$ cat src/rtl/grahzm_core_if.sv
// grahzm_core_if: program fetch plus valid/ready input and output ports of grahzm_core.
interface grahzm_core_if #(parameter int WIDTH = 8, parameter int PC_WIDTH = 8);
   logic [PC_WIDTH-1:0] prog_addr;
   logic [7:0] prog_data;
   logic [WIDTH-1:0] in_data;
   logic in_valid;
   logic in_ready;
   logic [WIDTH-1:0] out_data;
   logic out_valid;
   logic out_ready;
   logic stall;
   modport master (output prog_addr, in_ready, out_data, out_valid, stall,
                   input prog_data, in_data, in_valid, out_ready);
   modport slave (input prog_addr, in_ready, out_data, out_valid, stall,
                  output prog_data, in_data, in_valid, out_ready);
endinterface

$ cat src/rtl/grahzm_core.sv
// grahzm_core: single-issue register CPU with six registers, word RAM and handshaked I/O ports.
module grahzm_core #(
   parameter int WIDTH = 8,
   parameter int RAM_DEPTH = 256,
   parameter int PC_WIDTH = 8
) (
   input logic clk,
   input logic rst,
   grahzm_core_if.master bus
);
   localparam int AW = RAM_DEPTH > 1 ? $clog2(RAM_DEPTH) : 1;
   logic [PC_WIDTH-1:0] pc_q, pc_d;
   logic [WIDTH-1:0] r_q [6];
   logic [WIDTH-1:0] r_d [6];
   logic [WIDTH-1:0] out_data_q, out_data_d;
   logic out_valid_q, out_valid_d;
   logic [WIDTH-1:0] ram [RAM_DEPTH];
   logic [1:0] cls;
   logic [2:0] src, dst, op;
   logic is_copy, need_in, need_out, blocked, go, ram_we, zero, neg, base, taken;
   logic [WIDTH-1:0] src_val, alu;
   logic [AW-1:0] ram_addr;
   assign cls = bus.prog_data[7:6];
   assign src = bus.prog_data[5:3];
   assign dst = bus.prog_data[2:0];
   assign op = bus.prog_data[2:0];
   assign ram_addr = r_q[4][AW-1:0];
   always_comb begin
      is_copy = cls == 2'b10;
      need_in = is_copy && src == 3'd7;
      need_out = is_copy && dst == 3'd7;
      blocked = (need_in && !bus.in_valid) || (need_out && out_valid_q && !bus.out_ready);
      go = !rst && !blocked;
      ram_we = go && is_copy && dst == 3'd6;
      src_val = src == 3'd7 ? bus.in_data : src == 3'd6 ? ram[ram_addr] : r_q[src];
   end
   always_comb begin
      alu = '0;
      case (op)
         3'd0: alu = r_q[1] | r_q[2];
         3'd1: alu = ~(r_q[1] & r_q[2]);
         3'd2: alu = ~(r_q[1] | r_q[2]);
         3'd3: alu = r_q[1] & r_q[2];
         3'd4: alu = r_q[1] + r_q[2];
         3'd5: alu = r_q[1] - r_q[2];
         3'd6: alu = r_q[1] ^ r_q[2];
         default: alu = r_q[1] << 1;
      endcase
   end
   // codes 4..7 are the complements of codes 0..3
   always_comb begin
      zero = r_q[3] == '0;
      neg = r_q[3][WIDTH-1];
      base = op[1:0] == 2'd0 ? 1'b0 : op[1:0] == 2'd1 ? zero : op[1:0] == 2'd2 ? neg : zero | neg;
      taken = base ^ op[2];
   end
   always_comb begin
      pc_d = pc_q;
      r_d = r_q;
      out_data_d = out_data_q;
      out_valid_d = out_valid_q && !bus.out_ready;
      if (go) begin
         pc_d = (cls == 2'b11 && taken) ? PC_WIDTH'(r_q[0]) : pc_q + 1'b1;
         if (cls == 2'b00) r_d[0] = WIDTH'(bus.prog_data[5:0]);
         if (cls == 2'b01) r_d[3] = alu;
         if (is_copy && dst < 3'd6) r_d[dst] = src_val;
         if (need_out) begin
            out_data_d = src_val;
            out_valid_d = 1'b1;
         end
      end
   end
   assign bus.prog_addr = rst ? '0 : pc_q;
   assign bus.stall = !rst && blocked;
   assign bus.in_ready = !rst && need_in && !blocked;
   assign bus.out_data = out_data_q;
   assign bus.out_valid = out_valid_q;
   always_ff @(posedge clk) begin
      if (rst) begin
         pc_q <= '0;
         r_q <= '{default: '0};
         out_data_q <= '0;
         out_valid_q <= 1'b0;
      end else begin
         pc_q <= pc_d;
         r_q <= r_d;
         out_data_q <= out_data_d;
         out_valid_q <= out_valid_d;
      end
   end
   // RAM is deliberately outside reset so its contents survive rst
   always_ff @(posedge clk) begin
      if (ram_we) ram[ram_addr] <= src_val;
   end
endmodule

$ cat src/flat_wrapper.sv
// flat-port wrapper written by rule: the top's interface ports become plain ports
module grahzm_core_flat 
#(
   parameter int WIDTH = 8,
   parameter int RAM_DEPTH = 256,
   parameter int PC_WIDTH = 8
)
  (clk, rst, bus_prog_addr, bus_in_ready, bus_out_data, bus_out_valid, bus_stall, bus_prog_data, bus_in_data, bus_in_valid, bus_out_ready);
  grahzm_core_if #(.WIDTH(WIDTH), .PC_WIDTH(PC_WIDTH)) bus_i ();
  input logic clk;
  input logic rst;
  output wire logic [$bits(bus_i.prog_addr)-1:0] bus_prog_addr;
  output wire logic [$bits(bus_i.in_ready)-1:0] bus_in_ready;
  output wire logic [$bits(bus_i.out_data)-1:0] bus_out_data;
  output wire logic [$bits(bus_i.out_valid)-1:0] bus_out_valid;
  output wire logic [$bits(bus_i.stall)-1:0] bus_stall;
  input wire logic [$bits(bus_i.prog_data)-1:0] bus_prog_data;
  input wire logic [$bits(bus_i.in_data)-1:0] bus_in_data;
  input wire logic [$bits(bus_i.in_valid)-1:0] bus_in_valid;
  input wire logic [$bits(bus_i.out_ready)-1:0] bus_out_ready;
  assign bus_prog_addr = bus_i.prog_addr;
  assign bus_in_ready = bus_i.in_ready;
  assign bus_out_data = bus_i.out_data;
  assign bus_out_valid = bus_i.out_valid;
  assign bus_stall = bus_i.stall;
  assign bus_i.prog_data = bus_prog_data;
  assign bus_i.in_data = bus_in_data;
  assign bus_i.in_valid = bus_in_valid;
  assign bus_i.out_ready = bus_out_ready;
  grahzm_core #(.WIDTH(WIDTH), .RAM_DEPTH(RAM_DEPTH), .PC_WIDTH(PC_WIDTH)) u_core (.clk(clk), .rst(rst), .bus(bus_i));
endmodule
$ cat config.mk
export PLATFORM = sky130hd
export DESIGN_NAME = grahzm_core_flat
export DESIGN_NICKNAME = d
export VERILOG_FILES = /design/src/rtl/grahzm_core_if.sv /design/src/rtl/grahzm_core.sv /design/src/flat_wrapper.sv
export SDC_FILE = /design/constraint.sdc
export NUM_CORES = 2
export LEC_CHECK = 0
export CAP_MARGIN = 40
export CORE_UTILIZATION = 35
export CTS_BUF_LIST = sky130_fd_sc_hd__clkbuf_8
export CTS_CLUSTER_DIAMETER = 50
export DETAILED_ROUTE_END_ITERATION = 7
export SYNTH_ARGS = -nofsm -noshare
export SYNTH_HDL_FRONTEND = slang
export SYNTH_SLANG_ARGS = --single-unit
export TNS_END_PERCENT = 50
$ cat constraint.sdc
create_clock -name clk -period 8.9 [get_ports clk]
set_clock_uncertainty 0.05 [all_clocks]
set_input_delay 1.78 -clock clk [delete_from_list [all_inputs] [get_ports clk]]
set_output_delay 1.78 -clock clk [all_outputs]
set_load 0.05 [all_outputs]
==> key figures <==
Route
  – DRC errors left: 18
  – Vias: 42200
  – Initial DRT Pass Iterations: 8
  – Mean routed wirelength per cell: ~28 um
  – Detailed-route wire length: 217 mm
  – DR vias/cell: about 5.5
  – Drt first-iter violations: 5151
  – Post-DRT Antenna Nets: 0

Critical path
  – Worst reg2reg path depth: 11
  – CP arrival: 4.55 ns
  – CP Capture Type: primary output
  – Crit Path Class: in -> out
  – R2r endpoint: u_core.ram[144][2]
  – CP max FO: 28
  – Reg2reg setup slack: 2.56 ns
  – Setup crit start kind: input pin
  – Crit path required time: 7.07 ns

Synthesis
  – Post-synth top area cell: edfxtp_1
  – Top_reg_cell synth: edfxtp_1
  – Fraction of registers with async set/reset: 0
  – Ys Warns: 0
  – Simple-gate share of the synthesized area: 0.0302
  – Top cells by count, synth: 2048 x edfxtp_1, 593 x mux4_2, 342 x nor2_1, 107 x clkbuf_1, 86 x nand2_1
  – Yosys top cell area share: 0.734
  – #FFs+latches synth: 2121
  – Count leader, synth: edfxtp_1
  – Number of enable flip-flop cells after synthesis: ~2000
  – Post-Synthesis Cells: 4008
  – Synth Area in Adders: 0.00397
  – Synthesized-area fraction occupied by ao, oa, aoi and oai cells: 0.0242
  – Netlist cell types: just over 70
  – Largest family of logic cells by synthesized area: multiplexers
  – Mapped Avg Cell Area: 20.9 um2
  – Sequential share of the synthesized area: 0.752
  – Synthesized area: 0.0838 mm2
  – Xor/xnor share of the synthesized area: 0.00167
  – Mapped Nets: 4054
  – Top post-synthesis cells by area: edfxtp_1 73%, mux4_2 16%, dfxtp_1 1.7%
  – Mux contribution to synthesized area: 0.171

Layout
  – Filler Cells Inserted: 20900
  – Final nets: 4329
  – Post-route cell area: around 0.095 mm2
  – Ratio of cells with drive above 1 in the final layout: 0.268
  – Area grow syn2layout: 12.9%
  – Layout Cells excl Fill: about 7700

Clock network
  – TritonCTS clock tree: built
  – H-tree levels: 5
  – Root Buffer: clkbuf_8
  – Clk_lat worst skew: 1.07 ns
  – Setup bufs post-CTS: 0
  – Clock Tree Buf Depth: 4
  – Clock-pin slew on the worst setup and hold paths: 0.06 ns
  – Post-CTS sizing: 0
  – Cts hold-fix bufs: 0
  – TritonCTS buffer count: between 300 and 400
  – TritonCTS Sinks: roughly 2100

Place
  – Gp weighted congestion: around 0.84
  – Post-DP Area: slightly below 0.09 mm2
  – Cells after DPL: between 7000 and 8000
  – Final HPWL DP: about 130 mm
  – Port Buf Inserts: 38

Power and ir drop
  – P per Cell Area: 207 mW/mm2
  – Peak VDD IR: 0.176 mV
  – Leakage dissipation: 0.0286 uW
  – Pwr Total: 19500 uW

Timing
  – RSZ-0062 raised after global routing: no
  – Tightest Pin Transition: about 0.93 ns
  – Smallest hold slack: 0.416 ns
  – Setup-failing EPs final: 0
  – Slew HR: 0.376
  – Pins Over Slew Limit: 0
  – Max Fclk: 157 MHz
  – Final Hold Violating Endpoints: 0
  – Crit path time final: approximately 6.4 ns
  – Period utilisation layout: 0.717
  – Final setup TNS: 0 ns

GRT
  – First-pass GRT wire length: 313 mm
  – Vias in the first global route: 42300
  – Grt total ovfl: 0
  – Antenna violations before repair: 4
  – Largest net degree at the start of global routing: 149
  – GRT Resource Usage Total: 0.179

Worst hold path
  – Worst hold path depth: 2
  – Hold crit path type: reg -> reg

Run status
  – Violated checks: DRC
  – Outcome: finished with violations

Floorplan
  – Initial core utilization: 0.352
  – DIE WIDTH: roughly 490 um
  – Site Rows: 179
  – Chip Height: 491 um
  – I/O Pins: 39
  – DIE AREA: 0.241 mm2
  – Core Region: 0.238 mm2

Job
  – Max cap viols: 0
-- worst max-delay path, stage by stage --
cell and delay [ns]:
clkdlybuf4s50_1 0.46, buf_4 0.32, nand3_1 0.32, o22a_1 0.32, nand2b_1 0.32, nor2_1 0.18, clkdlybuf4s50_1 0.83
-- where the power goes --
group	internal, uW	switching, uW	total [uW]
Combinational	145	441	586
Sequential	11000	14.1	11100
Clock	4070	3830	7900
-- registers in the layout, indices dropped and copies added, names as in the netlist, named ones only --
signal                count
u_core.r_q               15
u_core.neg                1
u_core.bus.out_valid      1
u_core.bus.out_data       8
u_core.ram_addr           8
u_core.pc_q               8
u_core.ram             2048
-- area by class of cell --
type                       count  area [um2]  share of cell area
multi-input combinational   1614       19400               0.205
clock buffer                 357        4910              0.0520
inverter                      35         191             0.00202
timing repair buffer         164        1740              0.0184
clock inverter               245        1350              0.0143
tap                         3167        3960              0.0419
antenna                        2        5.00           0.0000529
sequential                  2121       63000               0.666
-- cells in the final DEF, fill, tap and decap left out, types with 38 or more instances in the layout --
| cell | count |
|---|---|
| a21oi_1 | 51 |
| dfxtp_1 | 67 |
| nand3_1 | 43 |
| a22oi_1 | 42 |
| inv_1 | 122 |
| o21ai_0 | 64 |
| edfxtp_1 | 2048 |
| mux4_2 | 593 |
| mux2i_1 | 65 |
| clkinv_2 | 44 |
| nor2_1 | 340 |
| clkdlybuf4s50_1 | 38 |
| clkbuf_8 | 357 |
| clkinv_1 | 80 |
| nand2_1 | 86 |
| buf_4 | 97 |
-- metrics by stage --
stage / setup WS (ns) / util
after floorplan: 1.95 / -
after global placement: 2.00 / 0.369
after detailed placement: 2.13 / 0.371
after CTS: 2.49 / 0.397
after global routing: 2.30 / 0.398
final: 2.52 / 0.398
-- layer usage --
layer	vias to the layer above	GRT usage	part of all wire
met5	-	0	0.00018
met4	6	0.0516	0.024
met3	327	0.0422	0.090
met2	2188	0.268	0.46
met1	22400	0.259	0.43
li1	17200	-	-
-- kinds of logic (layout without fill, tap and decap cells) --
kind of cell	Yosys count	after routing
flops	2121	2121
mux	687	687
simple gates	586	586
compound gates	299	299
buf+inv	273	801
fa+ha+maj	26	26
xor+xnor	16	16
other cells	0	2
-- worst max-delay path by stage --
stage                     startpoint                 end  cells after the start
global route               flip-flop  u_core.ram[144][2]                     11
detailed placement  bus_prog_data[4]  u_core.ram[140][2]                     11
floorplan           bus_prog_data[4]    u_core.ram[0][4]                      8
global placement                 rst  u_core.ram[121][6]                     10
CTS                        flip-flop  u_core.ram[146][2]                     11
finish              bus_prog_data[0]           bus_stall                      7
(Power assumes the default switching activity.)
